$ cat src/rtl/jtag_pkg.sv
`default_nettype none
// +------------------------------------------------------------------+
// | jtag_pkg : JTAG master state encoding and TMS sequences (LSB first)|
// | Rev 1.0                                                          |
// +------------------------------------------------------------------+
package jtag_pkg;

   typedef enum logic [2:0] {
      ST_IDLE  = 3'd0,
      ST_TRST  = 3'd1,
      ST_HEAD  = 3'd2,
      ST_SHIFT = 3'd3,
      ST_TAIL  = 3'd4
   } state_e;

   localparam int SEQ_W = 6;

   localparam logic [2:0] DR_HEAD      = 3'b001;
   localparam logic [2:0] DR_HEAD_LEN  = 3'd3;
   localparam logic [3:0] IR_HEAD      = 4'b0011;
   localparam logic [2:0] IR_HEAD_LEN  = 3'd4;
   localparam logic [1:0] TAIL         = 2'b01;
   localparam logic [2:0] TAIL_LEN     = 3'd2;
   localparam logic [5:0] TRST_SEQ     = 6'b011111;
   localparam logic [2:0] TRST_LEN     = 3'd6;

   localparam int DEFAULT_CLK_DIV = 4;

   function automatic logic [SEQ_W-1:0] head_seq(input logic is_ir);
      return is_ir ? SEQ_W'(IR_HEAD) : SEQ_W'(DR_HEAD);
   endfunction

   function automatic logic [2:0] head_len(input logic is_ir);
      return is_ir ? IR_HEAD_LEN : DR_HEAD_LEN;
   endfunction

endpackage
`default_nettype wire

$ cat src/rtl/jtag_master_if.sv
`default_nettype none
// +------------------------------------------------------------------+
// | jtag_master_if : host command interface of the JTAG master        |
// | Rev 1.0                                                          |
// +------------------------------------------------------------------+
interface jtag_master_if #(
   parameter int MAX_LEN = 32
);
   localparam int LW = $clog2(MAX_LEN + 1);

   logic               start;
   logic               reset_tap;
   logic               is_ir;
   logic [LW-1:0]      len;
   logic [MAX_LEN-1:0] din;
   logic [MAX_LEN-1:0] dout;
   logic               busy;
   logic               done;

   modport master (
      output start, reset_tap, is_ir, len, din,
      input  dout, busy, done
   );

   modport slave (
      input  start, reset_tap, is_ir, len, din,
      output dout, busy, done
   );

endinterface
`default_nettype wire

$ cat src/rtl/jtag_tck_gen.sv
`default_nettype none
// +------------------------------------------------------------------+
// | jtag_tck_gen : TCK divider with one-cycle rise/fall strobes       |
// | Rev 1.0                                                          |
// +------------------------------------------------------------------+
module jtag_tck_gen #(
   parameter int CLK_DIV = 4
) (
   input  wire  clk,
   input  wire  rst_n,
   input  wire  en,
   output logic tck,
   output logic rise,
   output logic fall
);

   localparam int CW = (CLK_DIV > 1) ? $clog2(CLK_DIV) : 1;
   localparam logic [CW-1:0] C_TERM = CW'(CLK_DIV - 1);

   logic [CW-1:0] r_cnt;
   logic          w_term;

   // Strobes mark the clk edge on which TCK toggles, so TDO capture lines up with the rise.
   assign w_term = (r_cnt == C_TERM);
   assign rise   = en & ~tck & w_term;
   assign fall   = en &  tck & w_term;

   always_ff @(posedge clk or negedge rst_n) begin
      if (!rst_n) begin
         r_cnt <= '0;
         tck   <= 1'b0;
      end else if (!en) begin
         r_cnt <= '0;
         tck   <= 1'b0;
      end else if (w_term) begin
         r_cnt <= '0;
         tck   <= ~tck;
      end else begin
         r_cnt <= r_cnt + CW'(1);
      end
   end

endmodule
`default_nettype wire

$ cat src/rtl/jtag_master.sv
`default_nettype none
// +------------------------------------------------------------------+
// | jtag_master : JTAG scan initiator (IR/DR scans, TAP reset)        |
// | Rev 1.0                                                          |
// +------------------------------------------------------------------+
module jtag_master import jtag_pkg::*; #(
   parameter int MAX_LEN = 32,
   parameter int CLK_DIV = DEFAULT_CLK_DIV
) (
   input  wire          clk,
   input  wire          rst_n,
   jtag_master_if.slave host,
   output logic         tck,
   output logic         tms,
   output logic         tdi,
   input  wire          tdo
);

   localparam int LW = $clog2(MAX_LEN + 1);
   localparam logic [LW-1:0] C_MAX_LEN = LW'(MAX_LEN);

   state_e             r_state;
   logic               r_is_ir;
   logic [LW-1:0]      r_len;
   logic [LW-1:0]      r_bit_cnt;
   logic [2:0]         r_seq_cnt;
   logic [SEQ_W-1:0]   r_tms_seq;
   logic [MAX_LEN-1:0] r_din;
   logic [MAX_LEN-1:0] r_dout;
   logic [MAX_LEN-1:0] r_mask;
   logic               r_busy;
   logic               r_done;

   logic               w_en;
   logic               w_rise;
   logic               w_fall;
   logic [LW-1:0]      w_len_c;
   logic [SEQ_W-1:0]   w_head;
   logic               w_head_last;
   logic               w_bit_last;

   assign w_en        = (r_state != ST_IDLE);
   assign w_len_c     = (host.len > C_MAX_LEN) ? C_MAX_LEN : host.len;
   assign w_head      = head_seq(host.is_ir);
   assign w_head_last = (r_seq_cnt == head_len(r_is_ir) - 3'd1);
   assign w_bit_last  = (r_bit_cnt == r_len - LW'(1));

   assign host.dout = r_dout;
   assign host.busy = r_busy;
   assign host.done = r_done;

   jtag_tck_gen #(.CLK_DIV(CLK_DIV)) u_tck_gen (
      .clk  (clk),
      .rst_n(rst_n),
      .en   (w_en),
      .tck  (tck),
      .rise (w_rise),
      .fall (w_fall)
   );

   always_ff @(posedge clk or negedge rst_n) begin
      if (!rst_n) begin
         r_state   <= ST_IDLE;
         r_is_ir   <= 1'b0;
         r_len     <= '0;
         r_bit_cnt <= '0;
         r_seq_cnt <= '0;
         r_tms_seq <= '0;
         r_din     <= '0;
         r_dout    <= '0;
         r_mask    <= '0;
         r_busy    <= 1'b0;
         r_done    <= 1'b0;
         tms       <= 1'b1;
         tdi       <= 1'b0;
      end else begin
         r_done <= 1'b0;
         case (r_state)
            ST_IDLE: begin
               if (r_busy) begin
                  // Zero-length scan: complete one cycle after acceptance.
                  r_busy <= 1'b0;
                  r_done <= 1'b1;
               end else if (host.reset_tap) begin
                  r_state   <= ST_TRST;
                  r_seq_cnt <= '0;
                  tms       <= TRST_SEQ[0];
                  r_tms_seq <= TRST_SEQ >> 1;
                  tdi       <= 1'b0;
                  r_busy    <= 1'b1;
               end else if (host.start) begin
                  r_is_ir   <= host.is_ir;
                  r_len     <= w_len_c;
                  r_din     <= host.din;
                  r_dout    <= '0;
                  r_mask    <= MAX_LEN'(1);
                  r_busy    <= 1'b1;
                  tdi       <= 1'b0;
                  if (w_len_c != '0) begin
                     r_state   <= ST_HEAD;
                     r_seq_cnt <= '0;
                     tms       <= w_head[0];
                     r_tms_seq <= w_head >> 1;
                  end
               end
            end

            ST_TRST: begin
               if (w_fall) begin
                  if (r_seq_cnt == TRST_LEN - 3'd1) begin
                     r_state <= ST_IDLE;
                     r_busy  <= 1'b0;
                     r_done  <= 1'b1;
                  end else begin
                     r_seq_cnt <= r_seq_cnt + 3'd1;
                     tms       <= r_tms_seq[0];
                     r_tms_seq <= r_tms_seq >> 1;
                  end
               end
            end

            ST_HEAD: begin
               if (w_fall) begin
                  if (w_head_last) begin
                     r_state   <= ST_SHIFT;
                     r_bit_cnt <= '0;
                     tdi       <= r_din[0];
                     r_din     <= r_din >> 1;
                     tms       <= (r_len == LW'(1));
                  end else begin
                     r_seq_cnt <= r_seq_cnt + 3'd1;
                     tms       <= r_tms_seq[0];
                     r_tms_seq <= r_tms_seq >> 1;
                  end
               end
            end

            ST_SHIFT: begin
               if (w_rise) begin
                  if (tdo) begin
                     r_dout <= r_dout | r_mask;
                  end
                  r_mask <= r_mask << 1;
               end
               if (w_fall) begin
                  if (w_bit_last) begin
                     r_state   <= ST_TAIL;
                     r_seq_cnt <= '0;
                     tms       <= TAIL[0];
                     r_tms_seq <= SEQ_W'(TAIL >> 1);
                     tdi       <= 1'b0;
                  end else begin
                     r_bit_cnt <= r_bit_cnt + LW'(1);
                     tdi       <= r_din[0];
                     r_din     <= r_din >> 1;
                     tms       <= (r_bit_cnt + LW'(1) == r_len - LW'(1));
                  end
               end
            end

            ST_TAIL: begin
               if (w_fall) begin
                  if (r_seq_cnt == TAIL_LEN - 3'd1) begin
                     r_state <= ST_IDLE;
                     r_busy  <= 1'b0;
                     r_done  <= 1'b1;
                  end else begin
                     r_seq_cnt <= r_seq_cnt + 3'd1;
                     tms       <= r_tms_seq[0];
                     r_tms_seq <= r_tms_seq >> 1;
                  end
               end
            end

            default: begin
               r_state <= ST_IDLE;
               r_busy  <= 1'b0;
            end
         endcase
      end
   end

endmodule
`default_nettype wire
$ cat src/flat_wrapper.sv
// flat-port wrapper written by rule: the top's interface ports become plain ports
module jtag_master_flat import jtag_pkg::*;
#(
   parameter int MAX_LEN = 32,
   parameter int CLK_DIV = DEFAULT_CLK_DIV
)
  (clk, rst_n, tck, tms, tdi, tdo, host_start, host_reset_tap, host_is_ir, host_len, host_din, host_dout, host_busy, host_done);
  jtag_master_if #(.MAX_LEN(MAX_LEN)) host_i ();
  input  wire clk;
  input  wire rst_n;
  output logic tck;
  output logic tms;
  output logic tdi;
  input  wire tdo;
  input wire logic [$bits(host_i.start)-1:0] host_start;
  input wire logic [$bits(host_i.reset_tap)-1:0] host_reset_tap;
  input wire logic [$bits(host_i.is_ir)-1:0] host_is_ir;
  input wire logic [$bits(host_i.len)-1:0] host_len;
  input wire logic [$bits(host_i.din)-1:0] host_din;
  output wire logic [$bits(host_i.dout)-1:0] host_dout;
  output wire logic [$bits(host_i.busy)-1:0] host_busy;
  output wire logic [$bits(host_i.done)-1:0] host_done;
  assign host_i.start = host_start;
  assign host_i.reset_tap = host_reset_tap;
  assign host_i.is_ir = host_is_ir;
  assign host_i.len = host_len;
  assign host_i.din = host_din;
  assign host_dout = host_i.dout;
  assign host_busy = host_i.busy;
  assign host_done = host_i.done;
  jtag_master #(.MAX_LEN(MAX_LEN), .CLK_DIV(CLK_DIV)) u_core (.clk(clk), .rst_n(rst_n), .host(host_i), .tck(tck), .tms(tms), .tdi(tdi), .tdo(tdo));
endmodule
$ cat config.mk
export PLATFORM = sky130hd
export DESIGN_NAME = jtag_master_flat
export DESIGN_NICKNAME = d
export VERILOG_FILES = /design/src/rtl/jtag_pkg.sv /design/src/rtl/jtag_master_if.sv /design/src/rtl/jtag_tck_gen.sv /design/src/rtl/jtag_master.sv /design/src/flat_wrapper.sv
export SDC_FILE = /design/constraint.sdc
export NUM_CORES = 1
export LEC_CHECK = 0
export ABC_AREA = 1
export CAP_MARGIN = 10
export CELL_PAD_IN_SITES_DETAIL_PLACEMENT = 0
export CELL_PAD_IN_SITES_GLOBAL_PLACEMENT = 1
export CORE_MARGIN = 3
export CORE_UTILIZATION = 37
export CTS_BUF_LIST = sky130_fd_sc_hd__clkbuf_16
export CTS_CLUSTER_DIAMETER = 150
export DETAILED_ROUTE_END_ITERATION = 10
export HOLD_SLACK_MARGIN = 0.12
export PLACE_DENSITY = 0.75
export SKIP_CTS_REPAIR_TIMING = 1
export SYNTH_ARGS = -nofsm -noshare
export SYNTH_HDL_FRONTEND = slang
export SYNTH_SLANG_ARGS = --single-unit
$ cat constraint.sdc
create_clock -name clk -period 1.8 [get_ports clk]
set_input_delay 0.54 -clock clk [delete_from_list [all_inputs] [get_ports clk]]
set_output_delay 0.54 -clock clk [all_outputs]
set_load 0.05 [all_outputs]
* Word-level counts from Yosys, hierarchy flattened
Index checks and enable logic that the tools add are counted.
** Storage, ports and cells
- Bits in registers :: 128
- Bits in latches :: 0
- Memory bits (writable) :: 0
- ROM bits :: 0
- Output and inout port bits :: 37
- Memories kept :: 0
** Cells by class
- Add/sub/neg operators :: 5
- $mul :: 0
- Divide/modulo/power cells :: 0
- Order comparisons :: 1
- Equality and inequality tests :: 31
- Shift operators :: 0
- Multiplexer cells :: 105
- Bitwise logic cells :: 9
- Reductions and logical operators :: 18
** Operators by type and width (number)
- 32-bit two-way mux :: 16
- 32-bit case mux with 2 select lines :: 2
- 6-bit two-way mux :: 17
- 32-bit case mux with 3 select lines :: 1
- 3-bit two-way mux :: 25
- 1-bit two-way mux :: 33
- 32-bit OR :: 1
- 3-bit case mux with 5 select lines :: 2
- 6-bit case mux with 5 select lines :: 1
- 2-bit inequality test, second input constant :: 13
- 5-bit AND reduction :: 3
- 6-bit == test :: 2
- 6-bit case mux with 2 select lines :: 1
- 12-bit AND reduction :: 1
- 6-bit AND reduction :: 2
- 11-bit AND reduction :: 1
- 2-bit by 1-bit inequality test with 1-bit output, second input constant :: 5
- 10-bit AND reduction :: 1
- 8-bit AND reduction :: 1
- 6-bit by 1-bit adder with 6-bit output, second input constant :: 1
- 3-bit by 1-bit == test with 1-bit output, second input constant :: 2
- 3-bit by 2-bit == test with 1-bit output, second input constant :: 2
- 3-bit == test, second input constant :: 2
- 6-bit by 1-bit == test with 1-bit output, second input constant :: 1
- other kinds (22) :: 33

* Depth between registers and ports, before layout
- Depth after elaboration :: 8
- Gate-level depth with buffers :: 15
- Gate-level depth less buffers :: 15

* Hierarchy
Synthesis repeated with hierarchy kept, for this count alone.
** Second synthesis, totals
- Cell total of the unflattened synthesis :: 831
- Area, all modules :: 6456.2 sq um
** By module, submodules not included
- jtag_master :: instances 1, cells an instance 815, area an instance 6321.1 sq um, sequential area each 3079.2 sq um
- jtag_tck_gen :: instances 1, cells an instance 16, area an instance 135.1 sq um, sequential area each 75.1 sq um

* Least setup slack after synthesis
Ideal clock, no wire load.
- Kind :: flip-flop to flip-flop
- Start :: register u_core.r_len[0]
- End :: register u_core.r_din[10]
- Library setup time :: 0.123 ns
- Arrival :: 1.751 ns
- Setup slack :: -0.074 ns
- Stages on the path, launching flop included :: 13
- Period minus slack after synthesis :: 1.874 ns
- Cells stage by stage :: dfrtp_1 inv_1 ha_1 or2_2 nand3_1 nor2_1 nand2_1 nor2_1 nand3_1 nand2_4 buf_4 nand2_1 o21ai_1
** On the way
- Longest elaborated chain between the ends :: 4
** Ends and longest elaborated chain
- from (decl) :: RTL line jtag_master.sv:24 : logic [LW-1:0] r_len;
- from (signal assigned) :: RTL line jtag_master.sv:93 : r_len <= w_len_c;
- 6-bit by 1-bit subtractor with 6-bit output :: RTL line jtag_master.sv:46 : assign w_bit_last = (r_bit_cnt == r_len - LW'(1));
- 6-bit == test :: RTL line jtag_master.sv:46
- 2-bit inequality test (no source line)
- 8-bit AND reduction (no source line)
- to (signal assigned) :: RTL line jtag_master.sv:94 : r_din <= host.din;
- to (signal assigned) :: RTL line jtag_master.sv:128 : r_din <= r_din >> 1;
- to (signal assigned) :: RTL line jtag_master.sv:155 : r_din <= r_din >> 1;
- to (decl) :: RTL line jtag_master.sv:28 : logic [MAX_LEN-1:0] r_din;
No other way between the ends.
A chain may end at the register's enable or synchronous reset.

* Worst setup path in the final report
- Start :: register u_core.r_len[1]
- End :: register u_core.r_din[24]
The elaborated chain is that of the path after synthesis.

==> results_dict.tcl <==
set metrics [dict create \
    fin_ws_ns -0.130 \
    peakVddDrop_mv 0.795 \
    n_fill_cell 1446 \
    grt_max_degree 51 \
    p_switching_uw 6340 \
    grt.total_usage 0.173 \
    synth_cell_types 33 \
    pre_cts_slack_ns -0.408 \
    min_to "u_core.u_tck_gen.r_cnt[0]" \
    cp_data_required_time_ns 2.14 \
    tightest_slew_ns 0.519 \
    crit_path_end_kind "flip-flop" \
    comb_power_share 0.514 \
    p_leak_uw 0.00437 \
    io_pins 81 \
    r2r_end "u_core.r_din[24]" \
    drc 0 \
    mappedNetlistNets 778 \
    first_iter_violations 340 \
    reg2regPathDepth 15 \
    cap_violations 0 \
    drive_gt1_frac 0.246 \
    vias 5365 \
    final_antenna_net_count 0 \
    clockBufferDepth 2 \
    grt_pass1_vias 5126 \
    grt_pass1_wl_mm 25.4 \
    fin_crit_sh 1.07 \
    routed_wirelength_mm 15.8 \
    seqPwrFrac 0.268 \
    hp-class "reg2reg" \
    diodes 0 \
    hold_path.startpoint "u_core.u_tck_gen.r_cnt[0]" \
    layout_common_cells "187 x nand2_1, 125 x dfrtp_1, 81 x nand3_1" \
    cts_tree "built" \
    ys_seq_area_frac 0.516 \
    syn_to_final_growth_pct 44.9 \
    layout.nets 911 \
    switching_share 0.403 \
    clkTransAtPathRegs_ns 0.06 \
    avgSynthCellArea_um2 8.40 \
    syn-instance-count 728 \
    hpwl_mm 10.5 \
    rsz0062_at_grt "yes" \
    arrival_ns 2.27 \
    internal-power_uw 9380 \
    gp_congestion 0.856 \
    final_common_cell "nand2_1" \
    portBuffers 80 \
    rows 46 \
    worstSetupStartpointType "flip-flop" \
    avgRoutedWirePerCell_um 14.5 \
    path_class "reg2reg" \
    r2r_setup_slack_ns -0.13 \
    setup-violations-final 49 \
    antenna_found_initial 0 \
    hold_depth 1 \
    initial_core_util 0.382 \
    synth_seq_cells 126 \
    htree_levels 4 \
    fin_hold_ws_ns 0.447 \
    synth_edf_count 0 \
    synth-main-ff-cell "dfrtp_1" \
    hold_viol 0 \
    layout_min_cycle_time_ns 1.93 \
    syn_area_um2 6110 \
    yosysWarnings 0 \
    final_util 0.554 \
    grt_overflow 0 \
    dieArea_um2 18100 \
    viasPerCell 4.93 \
    fp.dieW_um 135 \
    clockPowerShare 0.217 \
    status "finished with violations" \
    insertion_delay_ns 0.42 \
    cts_sinks 126 \
    violations "setup timing" \
    first_pass_iters 5 \
    coreArea_um2 16000 \
    slew_violations 0 \
    slew_headroom 0.654 \
    r2r-start "u_core.r_len[1]" \
    numCtsBuffers 17 \
    cellPowerDensity_nw_per_um2 1770 \
    max_freq_ghz 0.518 \
    die_y_um 135 \
    cts_root_buffer "clkbuf_16" \
    finClkSkew_ns 0.00794 \
    crit_fanout 9 \
    ys_async_sr_fraction 1.00 \
]
==> per-layer routing <==
metal	track usage	share of wire	vias up
met5	0	0	-
met4	0.0588	0.012	0
met3	0.0410	0.044	15
met2	0.261	0.47	123
met1	0.246	0.47	2605
li1	-	-	2622
==> kinds of logic (layout without fill, tap and decap cells) <==
family                     after synthesis  count (layout)  synth area share
AOI/OAI and AO/OA                       95              95            0.0796
xor gates and xnor gates                 6               6           0.00860
adders and majority gates                6               6            0.0123
muxes                                   31              31            0.0508
buffers and inverters                  111             254            0.0763
DFF                                    126             126             0.516
and+or+nand+nor                        353             355             0.256
==> cell type report <==
class,instances,area (um^2),area share
clock inverters,14,154,0.0174
well taps,216,270,0.0305
inverters,81,304,0.0343
flip-flops and latches,126,3150,0.356
multi-input cells,493,2800,0.316
repair buffers,142,1750,0.198
clock buffers,17,425,0.0480
==> power by group through the flow <==
stage | combinational, uW | clock [uW] | sequential, uW
after global routing | 8800 | 3610 | 4310
after floorplan | 3680 | 0 | 4750
final | 8080 | 3420 | 4220
after detailed placement | 6640 | 0 | 4190
after global placement | 6450 | 0 | 4160
after CTS | 6640 | 3470 | 4170
==> Yosys cell counts (4+ instances only) <==
cell type    n  area [um^2]
nand2_1    213          800
dfrtp_1    125         3130
nand3_1     87          435
inv_1       75          282
a21oi_1     38          190
o21ai_1     37          185
mux2i_1     31          310
nor2_1      26         97.6
o21ai_0     14         70.1
buf_2       13         65.1
clkbuf_1     9         33.8
ha_1         6         75.1
inv_2        6         22.5
xor2_1       5         43.8
nor2_2       4         25.0
or2_2        4         25.0
==> worst max-delay path, stage by stage (launching register included) <==
cell,delay (ns)
dfrtp_1,0.41
inv_2,0.10
ha_4,0.16
inv_2,0.05
nand2_2,0.05
nand2_2,0.06
nand2_2,0.07
nand2_2,0.07
nor2_4,0.09
nand2_2,0.07
nor2_4,0.15
nand3_4,0.15
nand2_8,0.15
clkbuf_16,0.17
nand2_1,0.05
o21ai_1,0.06
==> per-stage QoR <==
step,cells,TNS [ns],area (um^2),power (uW)
6_report,1089,-4.33,8860,15700
5_1_grt,1089,-13.09,8860,16700
4_1_cts,1077,-7.38,8380,14300
3_5_place_dp,1046,-34.17,7800,10800
3_3_place_gp,1046,-32.77,7800,10600
2_1_floorplan,728,0,6130,8430
==> state kept, by name (all words and copies together) (netlist names) <==
register and count:
u_core.u_tck_gen.tck 1, u_core.host.done 1, u_core.u_tck_gen.r_cnt 2, u_core.r_state 3, u_core.host.busy 1, u_core.r_is_ir 1
u_core.tdi 1, u_core.r_len 6, u_core.r_seq_cnt 3, u_core.r_mask 32, u_core.tms 1, u_core.host.dout 32
u_core.r_tms_seq 4, u_core.r_bit_cnt 6, u_core.r_din 32
==> how the worst max path moves through the flow <==
stage	cells past startpoint	start	slack (ns)	to
floorplan	12	u_core.r_len[0]	0.006	u_core.r_din[10]
global placement	11	host_len[1]	-0.39	u_core.r_state[0]
detailed placement	11	host_len[3]	-0.41	u_core.r_state[0]
CTS	15	u_core.r_len[1]	-0.20	u_core.r_din[29]
global route	15	u_core.r_len[1]	-0.28	u_core.r_din[12]
finish	15	u_core.r_len[1]	-0.13	u_core.r_din[24]
(Power assumes the default switching activity.)
